File: src/rtl/pdsch_dmrs_sched.sv
// ---------------------------------------------------------------------------
// pdsch_dmrs_sched
//   Per-slot sequencer for the PDSCH DMRS generator. Takes one slot config
//   and, for every DMRS symbol in its mask (lowest symbol first), computes the
//   38.211 c_init and issues one pdschrx_dmrsgen_t word. After each issue it
//   waits for the generator's last output beat before scheduling the next
//   symbol.
//
//   Optional feature macro: PDSCH_DMRS_SCHED_WDOG_EN
//     defined   : per-symbol watchdog. A symbol that sees no tlast within
//                 WDOG_CYCLES WAIT cycles pulses wdog_err and ends the slot.
//     undefined : no watchdog, wdog_err tied 0, WAIT blocks indefinitely.
//
// Ports
//   clk, reset      clock, synchronous active-high reset
//   s_cfg_*         AXIS config in: {ns, nid, nscid, sym_mask[13:0],
//                   offset, length_dmrs}, MSB first
//   m_param_*       AXIS param out to the generator (pdschrx_dmrsgen_t)
//   mon_*           taps of the generator's output handshake / tlast
//   busy            high from config accept until slot_done
//   sym_idx         symbol currently scheduled
//   slot_done       1-cycle pulse at the end of a slot
//   wdog_err        1-cycle pulse on symbol timeout
//
// Timing (cycle 0 = handshake / tlast cycle)
//   m_param_tvalid rises in cycle 4 after a cfg handshake or a non-final tlast.
//   slot_done/busy fall/s_cfg_tready rise in cycle 2 after the final tlast
//   (or after the cfg handshake when the mask is empty).
// ---------------------------------------------------------------------------

package pdschrx_pkg;
    // Generator parameter word. Only cinit, offset and length_dmrs are
    // driven by this sequencer; the remaining fields are left at 0.
    typedef struct packed {
        logic [1:0]  dmrs_type;
        logic [3:0]  port_sel;
        logic [30:0] cinit;
        logic [15:0] offset;
        logic [15:0] length_dmrs;
    } pdschrx_dmrsgen_t;
endpackage

module pdsch_dmrs_sched #(
    parameter int NS_W        = 8,
    parameter int NID_W       = 16,
    parameter int LEN_W       = 16,
    parameter int WDOG_CYCLES = 65536
) (
    input  logic                                clk,
    input  logic                                reset,
    input  logic [NS_W+NID_W+1+14+2*LEN_W-1:0]  s_cfg_tdata,
    input  logic                                s_cfg_tvalid,
    output logic                                s_cfg_tready,
    output logic [$bits(pdschrx_pkg::pdschrx_dmrsgen_t)-1:0] m_param_tdata,
    output logic                                m_param_tvalid,
    input  logic                                m_param_tready,
    input  logic                                mon_tvalid,
    input  logic                                mon_tready,
    input  logic                                mon_tlast,
    output logic                                busy,
    output logic [3:0]                          sym_idx,
    output logic                                slot_done,
    output logic                                wdog_err
);

    if (WDOG_CYCLES < 2) begin : g_bad_wdog
        $error("WDOG_CYCLES must be at least 2");
    end

    typedef enum logic [2:0] {
        IDLE, PICK, CALC1, CALC2, ISSUE, WAIT, DONE
    } state_t;

    state_t state;

    // config fields as presented on the bus
    logic [NS_W-1:0]  c_ns;
    logic [NID_W-1:0] c_nid;
    logic             c_nscid;
    logic [13:0]      c_mask;
    logic [LEN_W-1:0] c_off, c_len;

    assign {c_ns, c_nid, c_nscid, c_mask, c_off, c_len} = s_cfg_tdata;

    // latched slot config
    logic [NS_W-1:0]  ns_r;
    logic [NID_W-1:0] nid_r;
    logic             nscid_r;
    logic [13:0]      mask_rem;
    logic [LEN_W-1:0] off_r, len_r;

    // c_init pipeline
    logic [11:0]      a;
    logic [NID_W:0]   b;
    logic [13:0]      p;
    logic [30:0]      cinit;

    logic [3:0]       low_idx;
    logic             tlast_beat;

    assign tlast_beat = mon_tvalid & mon_tready & mon_tlast;

    // lowest set bit of the remaining mask
    always_comb begin
        low_idx = 4'd0;
        for (int i = 13; i >= 0; i--)
            if (mask_rem[i]) low_idx = 4'(i);
    end

    // Only the low 14 bits of a*b survive the <<17 under mod 2^31, so p is
    // the truncated product and the 31-bit sum wraps naturally.
    assign cinit = {p, 17'b0} + 31'({nid_r, 1'b0}) + 31'(nscid_r);

    pdschrx_pkg::pdschrx_dmrsgen_t prm;

    always_comb begin
        prm             = '0;
        prm.cinit       = cinit;
        prm.offset      = 16'(off_r);
        prm.length_dmrs = 16'(len_r);
    end

    assign m_param_tdata = prm;

`ifdef PDSCH_DMRS_SCHED_WDOG_EN
    logic [31:0] wcnt;
    logic        wdog_r;
    assign wdog_err = wdog_r;
`else
    assign wdog_err = 1'b0;
`endif

    always_ff @(posedge clk) begin
        if (reset) begin
            state          <= IDLE;
            s_cfg_tready   <= 1'b1;
            m_param_tvalid <= 1'b0;
            busy           <= 1'b0;
            sym_idx        <= '0;
            slot_done      <= 1'b0;
            ns_r           <= '0;
            nid_r          <= '0;
            nscid_r        <= 1'b0;
            mask_rem       <= '0;
            off_r          <= '0;
            len_r          <= '0;
            a              <= '0;
            b              <= '0;
            p              <= '0;
`ifdef PDSCH_DMRS_SCHED_WDOG_EN
            wcnt           <= '0;
            wdog_r         <= 1'b0;
`endif
        end else begin
            slot_done <= 1'b0;
`ifdef PDSCH_DMRS_SCHED_WDOG_EN
            wdog_r    <= 1'b0;
`endif
            case (state)
                IDLE: begin
                    if (s_cfg_tvalid && s_cfg_tready) begin
                        ns_r         <= c_ns;
                        nid_r        <= c_nid;
                        nscid_r      <= c_nscid;
                        mask_rem     <= c_mask;
                        off_r        <= c_off;
                        len_r        <= c_len;
                        busy         <= 1'b1;
                        s_cfg_tready <= 1'b0;
                        state        <= (c_mask == 14'd0) ? DONE : PICK;
                    end
                end
                PICK: begin
                    sym_idx  <= low_idx;
                    // clear lowest set bit
                    mask_rem <= mask_rem & (mask_rem - 14'd1);
                    state    <= CALC1;
                end
                CALC1: begin
                    a     <= 12'(14 * ns_r) + 12'(sym_idx) + 12'd1;
                    b     <= {nid_r, 1'b1};
                    state <= CALC2;
                end
                CALC2: begin
                    p              <= 14'(a * b);
                    m_param_tvalid <= 1'b1;
                    state          <= ISSUE;
                end
                ISSUE: begin
                    if (m_param_tready) begin
                        m_param_tvalid <= 1'b0;
`ifdef PDSCH_DMRS_SCHED_WDOG_EN
                        wcnt           <= '0;
`endif
                        state          <= WAIT;
                    end
                end
                WAIT: begin
                    if (tlast_beat) begin
                        state <= (mask_rem == 14'd0) ? DONE : PICK;
                    end
`ifdef PDSCH_DMRS_SCHED_WDOG_EN
                    else if (wcnt == 32'(WDOG_CYCLES - 1)) begin
                        wdog_r   <= 1'b1;
                        mask_rem <= '0;
                        state    <= DONE;
                    end else begin
                        wcnt <= wcnt + 32'd1;
                    end
`endif
                end
                DONE: begin
                    slot_done    <= 1'b1;
                    busy         <= 1'b0;
                    s_cfg_tready <= 1'b1;
                    state        <= IDLE;
                end
                default: state <= IDLE;
            endcase
        end
    end

endmodule
File: config.mk
export PLATFORM = sky130hd
export DESIGN_NAME = pdsch_dmrs_sched
export DESIGN_NICKNAME = d
export VERILOG_FILES = /design/src/rtl/pdsch_dmrs_sched.sv
export SDC_FILE = /design/constraint.sdc
export NUM_CORES = 1
export LEC_CHECK = 0
export CORE_MARGIN = 2
export CORE_UTILIZATION = 35
export CTS_BUF_LIST = sky130_fd_sc_hd__clkbuf_4
export DETAILED_ROUTE_END_ITERATION = 7
export DONT_BUFFER_PORTS = 1
export PLACE_DENSITY = 0.56
export SETUP_SLACK_MARGIN = 0.15
export SLEW_MARGIN = 5
export SYNTH_ARGS = -nofsm -noshare
export SYNTH_HDL_FRONTEND = slang
export SYNTH_SLANG_ARGS = --single-unit
File: constraint.sdc
create_clock -name clk -period 7 [get_ports clk]
set_input_delay 1.4 -clock clk [delete_from_list [all_inputs] [get_ports clk]]
set_output_delay 1.4 -clock clk [all_outputs]
set_load 0.1 [all_outputs]
Yosys cells after proc, flatten, opt, wreduce, memory -nomap -nowiden
Index checks and enable logic that the tools add are counted.
Storage, ports and cells
  register bits: 125
  bits of input ports: 78
Operators by class
  $add $sub $neg: 5
  multipliers: 2
  equality and inequality tests: 9
  mux-type cells: 29
  bitwise operators: 3
  reductions and logical operators: 12
Operators by type and width (number)
  $mux W4: 14
  $add A31 B1 Y31: 1
  $add A31 B17 Y31: 1
  $logic_not A14 Y1: 2
  $pmux W14 S2: 1
  $pmux W3 S6: 1
  $mul A12 B17 Y14: 1
  $mux W3: 5
  $and A14 B14 Y14: 1
  $mux W14: 1
  $sub A14 B1 Y14 const B: 1
  $add A12 B1 Y12 const B: 1
  $add A12 B4 Y12: 1
  $mul A3 B8 Y11 const A: 1
  $eq A3 B3 Y1 const B: 3
  $reduce_and A2 Y1: 4
  $eq A3 B2 Y1 const B: 2
  $ne A2 B2 Y1 const B: 3
  $pmux W1 S2: 3
  $reduce_bool A2 Y1: 3
  $mux W1: 4
  $eq A3 B1 Y1 const B: 1
  $logic_not A3 Y1: 1
  $reduce_and A3 Y1: 1
  other kinds (2): 3

Depth between registers and ports, before layout
Gate-level depths: netlist (run 1).
  word-level depth: 14
  mapped depth: 19

Least setup slack after synthesis (run 1)
OpenSTA, ideal clock, no wires.
  path kind: register to register
  start: register a[5]
  end: register p[13]
  setup time: 0.067 ns
  data arrival time: 4.812 ns
  required time: 6.933 ns
  setup slack: 2.121 ns
  stages on the path, launching flop included: 20
  path buffers: 1
  path through: dfxtp_1 clkbuf_1 nand2_1 fa_1 inv_1 fa_1 inv_1 fa_1 inv_1 fa_1 inv_1 fa_1 inv_1 ha_1 or4_1 o22a_1 a31oi_1 xnor2_1 nand2_1 a21oi_2
On the way
  longest elaborated chain between the ends: 1
Ends and longest elaborated chain
  from (decl): line 93  | logic [11:0] a;
  from (signal assigned): line 180  | a <= 12'(14 * ns_r) + 12'(sym_idx) + 12'd1;
  $mul A12 B17 Y14: line 185  | p <= 14'(a * b);
  to (signal assigned): line 185
  to (decl): line 95  | logic [13:0] p;
No other way between the ends.
A chain may end at the register's enable or synchronous reset.

Final worst setup path (run 1)
  start: register b[5]
  end: register p[13]
On the way
  longest elaborated chain between the ends: 1
Ends and longest elaborated chain
  from (decl): line 94  | logic [NID_W:0] b;
  from (signal assigned): line 181  | b <= {nid_r, 1'b1};
  $mul A12 B17 Y14: line 185
No other way between the ends.

==> results of run 1 <==
## flip-flops by register name, indices dropped and copies added, names as in the netlist
name / cells
a: 12
b: 14
busy: 1
len_r: 16
m_param_tvalid: 1
mask_rem: 14
nid_r: 16
ns_r: 8
nscid_r: 1
off_r: 16
p: 14
s_cfg_tready: 1
slot_done: 1
state: 3
sym_idx: 4
## layout make-up
type	instances	share of cell area, %
well taps	285	4.13
inverters	109	4.74
diodes	2	0.0580
clock inverters	15	2.10
repair buffers	7	0.609
multi-input cells	742	58.6
flip-flops and latches	122	28.3
clock buffers	17	1.48
## metal layers
layer  GRT usage (%)  routed length [um]
met5               0                   0
met4            4.85                 274
met3            4.93                1470
met2            27.8                9310
met1            20.7                8510
## synthesized netlist by cell type (all sizes together), types with 5 or more instances
library cell | instances | area (um2)
xnor2 | 24 | 210
a31oi | 5 | 31.3
o21ai | 24 | 120
dfxtp | 122 | 2440
nor2 | 54 | 203
a21o | 5 | 37.5
ha | 44 | 551
nand2 | 269 | 1010
clkbuf | 53 | 199
nor2b | 8 | 50.1
a211oi | 12 | 90.1
inv | 109 | 409
a21oi | 117 | 589
nor3 | 8 | 40.0
and2 | 28 | 175
nand3 | 11 | 55.1
buf | 11 | 75.1
a22oi | 5 | 37.5
fa | 68 | 1360
nor4 | 7 | 43.8
## worst max-delay path, stage by stage, from the launching register on
cell and delay (ns):
dfxtp_1 0.56, nand2_1 0.15, fa_1 0.56, inv_1 0.05, fa_1 0.49, inv_1 0.05
fa_1 0.47, inv_1 0.05, fa_1 0.52, inv_1 0.06, fa_1 0.53, inv_1 0.04
ha_1 0.21, or4_1 0.52, o22a_1 0.20, a31oi_1 0.23, xnor2_1 0.14, nand2_1 0.08
a21oi_2 0.14
## kinds of logic after synthesis
group / Yosys count / synth area share [%]
buffers and inverters: 173 / 8.39
xor gates and xnor gates: 31 / 4.01
AOI/OAI and AO/OA: 188 / 13.1
adders and majority gates: 112 / 23.5
and+or+nand+nor: 404 / 21.0
other: 1 / 0.0461
DFF: 122 / 30.0
## power breakdown
group	internal (W)	total, W	switching, W
combinational	0.000135	0.000391	0.000256
clock	0.000228	0.000560	0.000332
sequential	0.000756	0.00108	0.000327
total	0.00112	0.00203	0.000915
## per-stage QoR
step	worst slack, ns	util, %	power [W]	area [um2]	hold slack [ns]
2_1_floorplan	2.12	-	0.00141	8160	0.437
3_3_place_gp	1.98	36.6	0.00149	8310	0.446
3_5_place_dp	1.91	36.6	0.00150	8310	0.455
4_1_cts	1.90	38.0	0.00207	8620	0.472
5_1_grt	1.68	38.0	0.00216	8620	0.512
6_report	1.92	38.0	0.00203	8630	0.474
## cells in the final DEF, fill, tap and decap left out, types with 3 or more instances in the layout
| cell | synthesis | layout |
|---|---|---|
| a211oi_1 | 12 | 12 |
| a21boi_0 | 3 | 3 |
| a21o_1 | 5 | 5 |
| a21oi_1 | 116 | 116 |
| a22oi_1 | 5 | 5 |
| a31oi_1 | 5 | 5 |
| and2_1 | 28 | 28 |
| and3_1 | 3 | 3 |
| buf_4 | 9 | 7 |
| clkbuf_4 | 0 | 17 |
| conb_1 | 1 | 7 |
| dfxtp_1 | 122 | 122 |
| fa_1 | 68 | 68 |
| ha_1 | 44 | 44 |
| inv_1 | 109 | 109 |
| inv_6 | 0 | 6 |
| inv_8 | 0 | 4 |
| nand2_1 | 269 | 269 |
| nand2b_1 | 4 | 4 |
| nand3_1 | 11 | 10 |
| nor2_1 | 54 | 54 |
| nor2b_1 | 8 | 7 |
| nor3_1 | 8 | 8 |
| nor3b_1 | 3 | 3 |
| nor4_1 | 7 | 7 |
| o211ai_1 | 3 | 3 |
| o21ai_0 | 24 | 24 |
| o21bai_1 | 3 | 3 |
| xnor2_1 | 24 | 24 |
| xnor3_1 | 4 | 4 |
| xor2_1 | 3 | 3 |
## how the worst max path moves through the flow
stage | start | depth (start not counted) | end | slack [ns]
after floorplan | a[5] | 19 | p[13] | 2.12
after CTS | b[5] | 18 | p[13] | 1.90
after global routing | a[4] | 18 | p[13] | 1.68
after global placement | a[5] | 18 | p[13] | 1.98
after detailed placement | a[5] | 18 | p[13] | 1.91
final | b[5] | 18 | p[13] | 1.92
==> flow_summary.ini, run 1 <==
[run_status]
status = finished clean

[clocking]
cts_tree = done
htreeDepth = 4
cts.sinks = 122
cts_root_buffer = clkbuf_4
holdBufCountCts = 0
clk_pin_slew_ns = 0.14
clk_latency_ns = 0.57
clockBufferDepth = 2
cts-buffers-inserted = 17
post_cts_buffers = 0
cts_resized = 0

[placed_design]
gp_congestion = 0.867
hpwl_um = 14600
port_buffers = 0
dp.cells = 1265

[synthesis]
synth_area_um2 = 8140
yosys_register_bits = 122
netlist_instances = 1031
synth-edff-count = 0
yosysWarnings = 0
synthArstFlopShare_pct = 0
ys_types = 46
ys_seq_area_share_pct = 30.0
synth_ff_type = dfxtp_1
syn_area_per_cell_um2 = 7.90

[hold_path]
hold_end = b[12]
min_path_cells = 2
hp-start = b[12]
hp-class = reg2reg

[setup_path]
critPathLaunchType = flop
worstPathArrival_ns = 5.60
criticalPathCategory = reg2reg
timing.rr.end = p[13]
cp.required_ns = 7.52
r2r_slack_ns = 1.92
worst-path-max-fanout = 10
crit_path_end_kind = flop
r2r_cells = 18
reg2reg_from = b[5]

[timing]
finalSetupViolCount = 0
fin_worst_skew_ns = 0.0249
min_period_ns = 5.08
timing.final.max_slew_violations = 0
tns_ns = 0
max_slew_margin_pct = 28.1
grt_setup_unrepaired = false
hold_viol_final = 0
period_share_pct = 72.6
timing.fmax_mhz = 197
tightest_slew_ns = 1.08

[floorplanning]
rows = 55
die_w_um = 157
pin_count = 156
core_area_um2 = 22700
die_h_um = 157
dieArea_um2 = 24500
start_util_pct = 35.9

[global_routing]
grt_pass1_wl_um = 32000
grt_pass1_vias = 6312
grt_max_degree = 121
grt_remaining_overflow = 0
grt_use_total_pct = 16.6
antenna_found_initial = 1

[cells_and_area]
register_area_um2 = 2440
area_growth_pct = 5.95
drive_gt1_share_pct = 4.25
fin_cells = 1299
finalNetCount = 1189
num-fill-cells = 2430
multiInputGateArea_um2 = 5050

[routing]
vias = 6404
drc = 0
wl_um = 19600
ant_nets = 0
viasPerCell = 4.93
wire_per_inst_um = 15.1
drt_first_pass_iters = 5
drtIter0Drc = 267

[power]
peakVddDrop_uv = 175
leakage_nw = 3.57
pwr_density_cell_nw_per_um2 = 236

[flow_run]
maxCapViolations = 0
Power figures use the tool's default switching activity.
==> run 2, diff against run 1 <==
clock period = 5.15 ns   (was 7 ns; I/O delays follow)
==> run 2 against run 1 <==
Effect of this change:
- combinational power grew 40%
- utilization grew 0.52 points
- die area is the same
- maximum frequency grew 6.2%
- cell area grew 1.4%
- final cell count grew 0.69%
- worst hold slack lost 0.0082 ns
- global-route usage grew 0.40 points
- register-to-register slack lost 1.6 ns
- total power grew 38%
==> flow_summary.ini, run 2 (same netlist as run 1, synthesis figures left out) <==
[global_routing]
grt_pass1_wl_um = 32700
grt_pass1_vias = 6461
grt_remaining_overflow = 0
grt_max_degree = 121
antenna_found_initial = 1
grt_use_total_pct = 17.0

[power]
peakVddDrop_uv = 267
internal-power_w = 0.00154
pwr_density_cell_nw_per_um2 = 321
power_frac_seq_pct = 52.3
leakage_nw = 3.64
switching_share_pct = 45.3
p_clk_share_pct = 28.1
combPwrFrac_pct = 19.6
netSwitchingPower_w = 0.00127

[floorplanning]
die_h_um = 157
core_area_um2 = 22700
dieArea_um2 = 24500
die_w_um = 157
rows = 55
pin_count = 156
start_util_pct = 35.9

[routing]
vias = 6456
drc = 0
viasPerCell = 4.94
ant_nets = 0
drtIter0Drc = 261
wire_per_inst_um = 15.3
drt_first_pass_iters = 5
wl_um = 20000

[timing]
tns_ns = 0
timing.fmax_mhz = 209
max_slew_margin_pct = 24.5
grt_setup_unrepaired = false
min_period_ns = 4.78
fin_worst_skew_ns = 0.0439
holdWs_ns = 0.466
period_share_pct = 92.9
timing.final.max_slew_violations = 0
tightest_slew_ns = 1.13
finalSetupViolCount = 0
hold_viol_final = 0

[clocking]
post_cts_buffers = 0
htreeDepth = 4
cts.sinks = 122
cts_root_buffer = clkbuf_4
clk_latency_ns = 0.56
cts_tree = done
clk_pin_slew_ns = 0.15
cts-buffers-inserted = 17
holdBufCountCts = 0
clockBufferDepth = 2

[cells_and_area]
final_common_cell = nand2_1
finalNetCount = 1199
largest_registers = len_r: 16 flops, nid_r: 16 flops, off_r: 16 flops
area_growth_pct = 7.39
post-route-util_pct = 38.5
most-common-layout-cells = nand2_1 (269), a21oi_1 (116), dfxtp_1 (114)
drive_gt1_share_pct = 6.16
final_area_um2 = 8740
fin_cells = 1308

[placed_design]
gp_congestion = 0.889
placed_cell_area_um2 = 8390
dp.cells = 1275
hpwl_um = 15100
port_buffers = 0

[hold_path]
hp-class = reg2reg
min_path_cells = 2

[flow_run]
maxCapViolations = 0

[setup_path]
slowest_stage = fa_1
worst-path-max-fanout = 3
crit_path_end_kind = flop
r2r_cells = 18
cp.required_ns = 5.65
worstPathArrival_ns = 5.28
criticalPathCategory = reg2reg
slowest_delay_ns = 0.53
critPathLaunchType = flop
cp_cell_sequence = nand2_1 > fa_1 > inv_1 > fa_1 > inv_1 > fa_1 > inv_1 > fa_1 > inv_1 > fa_1 > inv_1 > ha_1 > or4_1 > o22a_1 > a31oi_2 > xnor2_1 > nand2_1 > a21oi_2

[run_status]
status = finished clean
run 2: changes by cell type in the layout (fill, tap and decap cells not counted), sizes merged:
cell	previous run	this run
diode	2	1
buf	7	17
clkinv	1	2
clkinvlp	2	1
run 2: power groups by stage:
stage | registers (W) | clock network (W) | logic [W]
2_1_floorplan | 0.00147 | 0 | 0.000449
3_3_place_gp | 0.00149 | 0 | 0.000547
3_5_place_dp | 0.00149 | 0 | 0.000555
4_1_cts | 0.00147 | 0.000822 | 0.000555
5_1_grt | 0.00148 | 0.000868 | 0.000624
6_report | 0.00147 | 0.000790 | 0.000549
run 2: per-stage QoR:
step,setup WS [ns],power [W]
6_report,0.365,0.00281
2_1_floorplan,0.271,0.00192
5_1_grt,0.144,0.00298
3_5_place_dp,0.238,0.00204
4_1_cts,0.224,0.00285
3_3_place_gp,0.274,0.00204
run 2: final cells by class:
type | count | area, um2
clock inverter | 15 | 200
tap | 285 | 357
timing repair buffer | 17 | 135
fill | 2402 | 14000
antenna | 1 | 2.50
inverter | 109 | 409
multi-input combinational | 742 | 5060
clock buffer | 17 | 128
sequential | 122 | 2450
run 2: timing repair:
action	in CTS	in global routing
hold endpoints to repair	0	0
resized for setup	0	12
endpoints found under the setup margin	0	2
run 2: critical path: cells and delay by family (launching register included):
kind / cells / cell delay [ns]
AOI/OAI and AO/OA: 3 / 0.56
buffers and inverters: 5 / 0.25
xor gates and xnor gates: 1 / 0.15
and+or+nand+nor: 3 / 0.67
adders and majority gates: 6 / 2.77
DFF: 1 / 0.35
run 2: metal layers:
metal / wire length [um] / track usage (%)
met1: 8820 / 21.2
met2: 9670 / 29.0
met3: 1300 / 4.87
met4: 219 / 4.11
met5: 0 / 0
run 2: final timing paths:
kind          from     to  slack (ns)
max           a[5]  p[13]        0.37
min          b[13]  b[13]        0.47
max reg2reg   a[5]  p[13]        0.37
min reg2reg  b[13]  b[13]        0.47
